### src/rtl/vga_pkg.sv
// Shared types and constants for the VGA drawing blocks: the drawer state
// encoding, default screen geometry and a width helper for counters/addresses.
package vga_pkg;

    typedef enum logic [1:0] {
        IDLE  = 2'd0,
        FETCH = 2'd1,
        DRAIN = 2'd2,
        DONE  = 2'd3
    } vga_state_e;

    localparam int DEF_SCREEN_W = 160;
    localparam int DEF_SCREEN_H = 120;
    localparam int DEF_COLOUR_W = 3;

    // Bits needed to hold 0..value-1, never less than one bit.
    function automatic int clog2_min1(input int value);
        return (value <= 2) ? 1 : $clog2(value);
    endfunction

endpackage

### src/rtl/vga_raster_counter.sv
// Raster-order x/y counter with a running linear address and a last-pixel flag.
// The address is incremented alongside x/y, so no multiplier is needed.
module vga_raster_counter
    import vga_pkg::*;
#(
    parameter int  WIDTH  = DEF_SCREEN_W,
    parameter int  HEIGHT = DEF_SCREEN_H,
    localparam int X_W    = clog2_min1(WIDTH),
    localparam int Y_W    = clog2_min1(HEIGHT),
    localparam int ADDR_W = clog2_min1(WIDTH * HEIGHT)
) (
    input  logic              clk_i,
    input  logic              rst_i,
    input  logic              clear_i,
    input  logic              advance_i,
    output logic [X_W-1:0]    x_o,
    output logic [Y_W-1:0]    y_o,
    output logic [ADDR_W-1:0] addr_o,
    output logic              last_o
);

    logic [X_W-1:0]    x_q, x_d;
    logic [Y_W-1:0]    y_q, y_d;
    logic [ADDR_W-1:0] addr_q, addr_d;
    logic              x_end;

    assign x_end  = (x_q == X_W'(WIDTH - 1));
    assign last_o = x_end && (y_q == Y_W'(HEIGHT - 1));

    // Compare against WIDTH-1/HEIGHT-1 so non-power-of-two sizes wrap cleanly.
    always_comb begin
        x_d    = x_q;
        y_d    = y_q;
        addr_d = addr_q;
        if (clear_i) begin
            x_d    = '0;
            y_d    = '0;
            addr_d = '0;
        end else if (advance_i) begin
            if (last_o) begin
                x_d    = '0;
                y_d    = '0;
                addr_d = '0;
            end else if (x_end) begin
                x_d    = '0;
                y_d    = y_q + Y_W'(1);
                addr_d = addr_q + ADDR_W'(1);
            end else begin
                x_d    = x_q + X_W'(1);
                addr_d = addr_q + ADDR_W'(1);
            end
        end
    end

    always_ff @(posedge clk_i) begin
        if (rst_i) begin
            x_q    <= '0;
            y_q    <= '0;
            addr_q <= '0;
        end else begin
            x_q    <= x_d;
            y_q    <= y_d;
            addr_q <= addr_d;
        end
    end

    assign x_o    = x_q;
    assign y_o    = y_q;
    assign addr_o = addr_q;

endmodule

### src/rtl/vga_image_blitter.sv
// Full-frame ROM image drawer: on start, streams every pixel of the selected
// image to the VGA adapter in raster order. Optional macro TRANSPARENT_EN.
module vga_image_blitter
    import vga_pkg::*;
#(
    parameter int  SCREEN_W           = DEF_SCREEN_W,
    parameter int  SCREEN_H           = DEF_SCREEN_H,
    parameter int  COLOUR_W           = DEF_COLOUR_W,
    parameter int  NUM_IMAGES         = 4,
    parameter int  ROM_LATENCY        = 1,
    parameter int  TRANSPARENT_COLOUR = 0,
    localparam int SEL_W              = clog2_min1(NUM_IMAGES),
    localparam int X_W                = clog2_min1(SCREEN_W),
    localparam int Y_W                = clog2_min1(SCREEN_H),
    localparam int ADDR_W             = clog2_min1(SCREEN_W * SCREEN_H)
) (
    input  logic                clock,
    input  logic                reset,
    input  logic                start,
    input  logic [SEL_W-1:0]    image_sel,
    output logic [ADDR_W-1:0]   rom_addr,
    output logic [SEL_W-1:0]    rom_sel,
    input  logic [COLOUR_W-1:0] rom_q,
    output logic [X_W-1:0]      x_counter,
    output logic [Y_W-1:0]      y_counter,
    output logic [COLOUR_W-1:0] colour,
    output logic                plot,
    output logic                busy,
    output logic                done,
    output vga_state_e          dbg_state
);

`ifdef TRANSPARENT_EN
    localparam bit TRANSP_ON = 1'b1;
`else
    localparam bit TRANSP_ON = 1'b0;
`endif

    // Handshake: start is a one-cycle request accepted only in IDLE or DONE;
    // busy is high from the accepting edge until done rises, and done holds
    // until the next accepted start. image_sel is sampled only on acceptance.

    vga_state_e       state_q;
    logic [SEL_W-1:0] rom_sel_q;
    logic             busy_q;
    logic             done_q;
    logic [2:0]       drain_cnt_q;

    logic             start_accept;
    logic             fetching;
    logic [X_W-1:0]   cnt_x;
    logic [Y_W-1:0]   cnt_y;
    logic             cnt_last;

    assign start_accept = start && ((state_q == IDLE) || (state_q == DONE));
    assign fetching     = (state_q == FETCH);

    vga_raster_counter #(
        .WIDTH  (SCREEN_W),
        .HEIGHT (SCREEN_H)
    ) u_raster (
        .clk_i     (clock),
        .rst_i     (reset),
        .clear_i   (start_accept),
        .advance_i (fetching),
        .x_o       (cnt_x),
        .y_o       (cnt_y),
        .addr_o    (rom_addr),
        .last_o    (cnt_last)
    );

    // DRAIN lasts ROM_LATENCY+1 cycles: the delay line plus the output register.
    always_ff @(posedge clock) begin
        if (reset) begin
            state_q     <= IDLE;
            rom_sel_q   <= '0;
            busy_q      <= 1'b0;
            done_q      <= 1'b0;
            drain_cnt_q <= '0;
        end else begin
            case (state_q)
                IDLE, DONE: begin
                    if (start) begin
                        state_q   <= FETCH;
                        rom_sel_q <= image_sel;
                        busy_q    <= 1'b1;
                        done_q    <= 1'b0;
                    end
                end
                FETCH: begin
                    if (cnt_last) begin
                        state_q     <= DRAIN;
                        drain_cnt_q <= '0;
                    end
                end
                DRAIN: begin
                    if (drain_cnt_q == 3'(ROM_LATENCY)) begin
                        state_q <= DONE;
                        busy_q  <= 1'b0;
                        done_q  <= 1'b1;
                    end else begin
                        drain_cnt_q <= drain_cnt_q + 3'd1;
                    end
                end
                default: state_q <= IDLE;
            endcase
        end
    end

    logic [X_W-1:0] pipe_x;
    logic [Y_W-1:0] pipe_y;
    logic           pipe_v;

    if (ROM_LATENCY == 0) begin : g_no_delay
        assign pipe_x = cnt_x;
        assign pipe_y = cnt_y;
        assign pipe_v = fetching;
    end else begin : g_delay
        logic [X_W-1:0] dly_x_q [ROM_LATENCY];
        logic [Y_W-1:0] dly_y_q [ROM_LATENCY];
        logic           dly_v_q [ROM_LATENCY];

        always_ff @(posedge clock) begin
            if (reset) begin
                for (int i = 0; i < ROM_LATENCY; i++) begin
                    dly_x_q[i] <= '0;
                    dly_y_q[i] <= '0;
                    dly_v_q[i] <= 1'b0;
                end
            end else begin
                dly_x_q[0] <= cnt_x;
                dly_y_q[0] <= cnt_y;
                dly_v_q[0] <= fetching;
                for (int i = 1; i < ROM_LATENCY; i++) begin
                    dly_x_q[i] <= dly_x_q[i-1];
                    dly_y_q[i] <= dly_y_q[i-1];
                    dly_v_q[i] <= dly_v_q[i-1];
                end
            end
        end

        assign pipe_x = dly_x_q[ROM_LATENCY-1];
        assign pipe_y = dly_y_q[ROM_LATENCY-1];
        assign pipe_v = dly_v_q[ROM_LATENCY-1];
    end

    logic                pix_plot;
    logic [X_W-1:0]      x_q;
    logic [Y_W-1:0]      y_q;
    logic [COLOUR_W-1:0] colour_q;
    logic                plot_q;

    assign pix_plot = pipe_v &&
                      !(TRANSP_ON && (rom_q == COLOUR_W'(TRANSPARENT_COLOUR)));

    // Coordinates and colour update only on plotted pixels, otherwise they hold.
    always_ff @(posedge clock) begin
        if (reset) begin
            x_q      <= '0;
            y_q      <= '0;
            colour_q <= '0;
            plot_q   <= 1'b0;
        end else begin
            plot_q <= pix_plot;
            if (pix_plot) begin
                x_q      <= pipe_x;
                y_q      <= pipe_y;
                colour_q <= rom_q;
            end
        end
    end

    assign rom_sel   = rom_sel_q;
    assign x_counter = x_q;
    assign y_counter = y_q;
    assign colour    = colour_q;
    assign plot      = plot_q;
    assign busy      = busy_q;
    assign done      = done_q;
    assign dbg_state = state_q;

endmodule

### config.mk
export PLATFORM = sky130hd
export DESIGN_NAME = vga_image_blitter
export DESIGN_NICKNAME = d
export VERILOG_FILES = /design/src/rtl/vga_pkg.sv /design/src/rtl/vga_raster_counter.sv /design/src/rtl/vga_image_blitter.sv
export SDC_FILE = /design/constraint.sdc
export NUM_CORES = 1
export LEC_CHECK = 0
export BUFFER_PORTS_ARGS = -buffer_cell sky130_fd_sc_hd__buf_2
export CAP_MARGIN = 5
export CORE_MARGIN = 2
export CORE_UTILIZATION = 50
export CTS_BUF_LIST = sky130_fd_sc_hd__clkbuf_2 sky130_fd_sc_hd__clkbuf_4 sky130_fd_sc_hd__clkbuf_8
export DETAILED_ROUTE_END_ITERATION = 6
export MAX_ROUTING_LAYER = met4
export PLACE_DENSITY = 0.82
export SYNTH_ARGS = -nofsm -noshare
export SYNTH_HDL_FRONTEND = slang
export SYNTH_HIERARCHICAL = 1
export SYNTH_SLANG_ARGS = --single-unit
### constraint.sdc
create_clock -name clock -period 2.6 [get_ports clock]
set_input_delay 0.39 -clock clock [delete_from_list [all_inputs] [get_ports clock]]
set_output_delay 0.39 -clock clock [all_outputs]
set_load 0.03 [all_outputs]
==> reports/qor.yml <==
place_area_um2: 3300
synth_area_leaders: "dfxtp_1, mux2i_1, nor2_1"
required_ns: 2.81
die_x_um: 82.3
antenna_found_initial: 0
synth_area_um2: 3060
max_slew.worst_pin.slew_ns: 0.657
die_y_um: 82.3
post_cts_buffers: 0
io_pins: 48
clockBufferDepth: 2
worst_slack_ns: 0.521
yosys_warnings: 6
drt_pass1_iterations: 4
vdd_drop_max_uv: 405
start_util_pct: 51.7
vias: 2244
grt_pass1_vias: 2092
grt_usage_pct: 18.2
p_comb_share_pct: 22.1
cts-root-buf: "clkbuf_8"
cts_tree: "built"
hp-start: "rom_q[2]"
p_sw_share_pct: 31.2
critPathKind: "reg2reg"
clkPwrFrac_pct: 31.8
syn_nets: 324
place_hpwl_mm: 3.98
max_freq_mhz: 481
drc: 0
yosys.area.top_type: "dfxtp_1"
fin_crit_sh_pct: 79.9
internal-power_mw: 1.89
r2r_slack_ns: 0.52
nets: 370
multiInputGateArea_um2: 1450
num_rows: 28
slew_headroom_pct: 56.2
yosysUniqueCellTypes: 50
drt-initial-drc-count: 83
end_kind: "flop"
yosys_most_used_dff: "dfxtp_1"
switchingPower_mw: 0.855
ctsResizeCount: 0
portBuffers: 47
grt_pass1_wl_mm: 9.27
finalClockSkew_ns: 0.0100
setup_tns_ns: 0
path_max_fanout: 19
cts_max_level: 3
p_seq_share_pct: 46.1
mostFrequentLayoutCell: "dfxtp_1"
ys_seq_area_share_pct: 48.4
yosys_register_bits: 74
outcome: "complete, no violations"
postCtsHoldBufs: 0
layout_common_cells: "dfxtp_1, nor2_1, buf_2"
fin_total_pwr_mw: 2.74
fin_crit_ns: 2.08
maxCapViolations: 0
wl_per_cell_um: 13.1
syn_avg_cell_area_um2: 9.91
crit_path_start: "dbg_state[1]"
maxSlewViolCount: 0
start_kind: "flop"
seqCellArea_um2: 1480
drive_above_1_share_pct: 21.4
die_area_um2: 6770
core_um2: 5920
ant_nets: 0
setup_violations: 0
synth_edf_count: 0
stdcell_area_um2: 3490
arrival_ns: 2.29
synth_top_cell_area_share_pct: 48.4
clkSinkCount: 74
clock_latency_ns: 0.33
numCtsBuffers: 9
finalHoldViolCount: 0
syn_to_final_growth_pct: 14.1
synth_cells: 309
async_reset_ff_share_pct: 0
grt_setup_unrepaired: "false"
grt_overflow: 0
vias_per_cell: 5.16
place_worst_setup_slack_ns: 0.536
gp_congestion: 0.845
fillers: 528
n_antenna_cell: 0
min_path_type: "in2reg"
p_per_area_nw_per_um2: 784
grt_max_degree: 48
leakage_nw: 1.47
reg2reg_from: "dbg_state[1]"
wl_mm: 5.71
cts.reportedPaths.clkPinSlew_ns: 0.08
-- state kept, by name, summed over array words and instances, names as in the netlist --
name,flops
u_raster/y_o,7
busy,1
g_delay.dly_v_q,1
x_counter,8
drain_cnt_q,3
u_raster/addr_o,15
y_counter,7
colour,3
u_raster/x_o,8
done,1
rom_sel,2
plot,1
dbg_state,2
g_delay.dly_y_q,7
g_delay.dly_x_q,8
-- power by group through the flow --
stage          Clock (mW)  Combinational (mW)  Sequential [mW]
2_1_floorplan           0               0.426             1.37
3_3_place_gp            0               0.582             1.28
3_5_place_dp            0               0.599             1.29
4_1_cts             0.893               0.603             1.27
5_1_grt             0.950               0.655             1.27
6_report            0.871               0.606             1.26
-- critical path, stage by stage, from the launching register on --
cell	delay, ns
dfxtp_1	0.33
inv_1	0.07
ha_1	0.58
nand4_1	0.38
nor4_1	0.37
xnor2_1	0.16
nor2_1	0.06
-- final timing paths --
check | endpoint | depth (start not counted)
setup reg to reg | u_raster/addr_o[12] | 6
hold reg to reg | x_counter[3] | 2
setup / recovery | u_raster/addr_o[12] | 6
hold / removal | colour[2] | 3
-- area by class of cell --
class / instances / area share, %
timing repair buffer: 49 / 7.16
multi-input combinational: 214 / 41.4
clock buffer: 10 / 3.76
clock inverter: 6 / 1.90
tap: 75 / 2.69
sequential: 74 / 42.4
inverter: 7 / 0.752
-- per-stage QoR --
stage               hold slack (ns)  instances  util, %
global route                  0.290        435     59.0
finish                        0.297        435     59.0
global placement              0.444        419     55.7
CTS                           0.283        435     59.0
detailed placement            0.457        419     55.7
floorplan                     0.440        309        -
-- cell usage after synthesis, types with 3 or more instances --
cell type,number
inv_1,7
dfxtp_1,74
xnor2_1,11
and2_1,3
and3_1,8
clkbuf_1,4
nor2_1,50
mux2i_1,20
nor2b_1,19
nand3_1,9
buf_6,3
xor2_1,14
nor3_1,3
a21oi_1,6
buf_4,3
nand2_1,14
ha_1,7
nand4_1,9
-- cells by family (layout without fill, tap and decap cells) --
kind of cell	after synthesis	count (layout)	synth area share, %
simple gates	137	137	24.6
mux	21	21	7.03
fa+ha+maj	7	7	2.86
buf+inv	21	72	4.45
compound gates	24	24	5.56
xor+xnor	25	25	7.15
flops	74	74	48.4
-- per-layer routing --
layer  up-vias  share of wire [%]  track usage [%]
met5         -                  0                -
met4         0               0.82             8.00
met3         6                3.9             3.59
met2        34                 48             28.8
met1      1054                 48             22.6
li1       1150                  -                -
No activity file was read; power rests on OpenSTA's default activity.
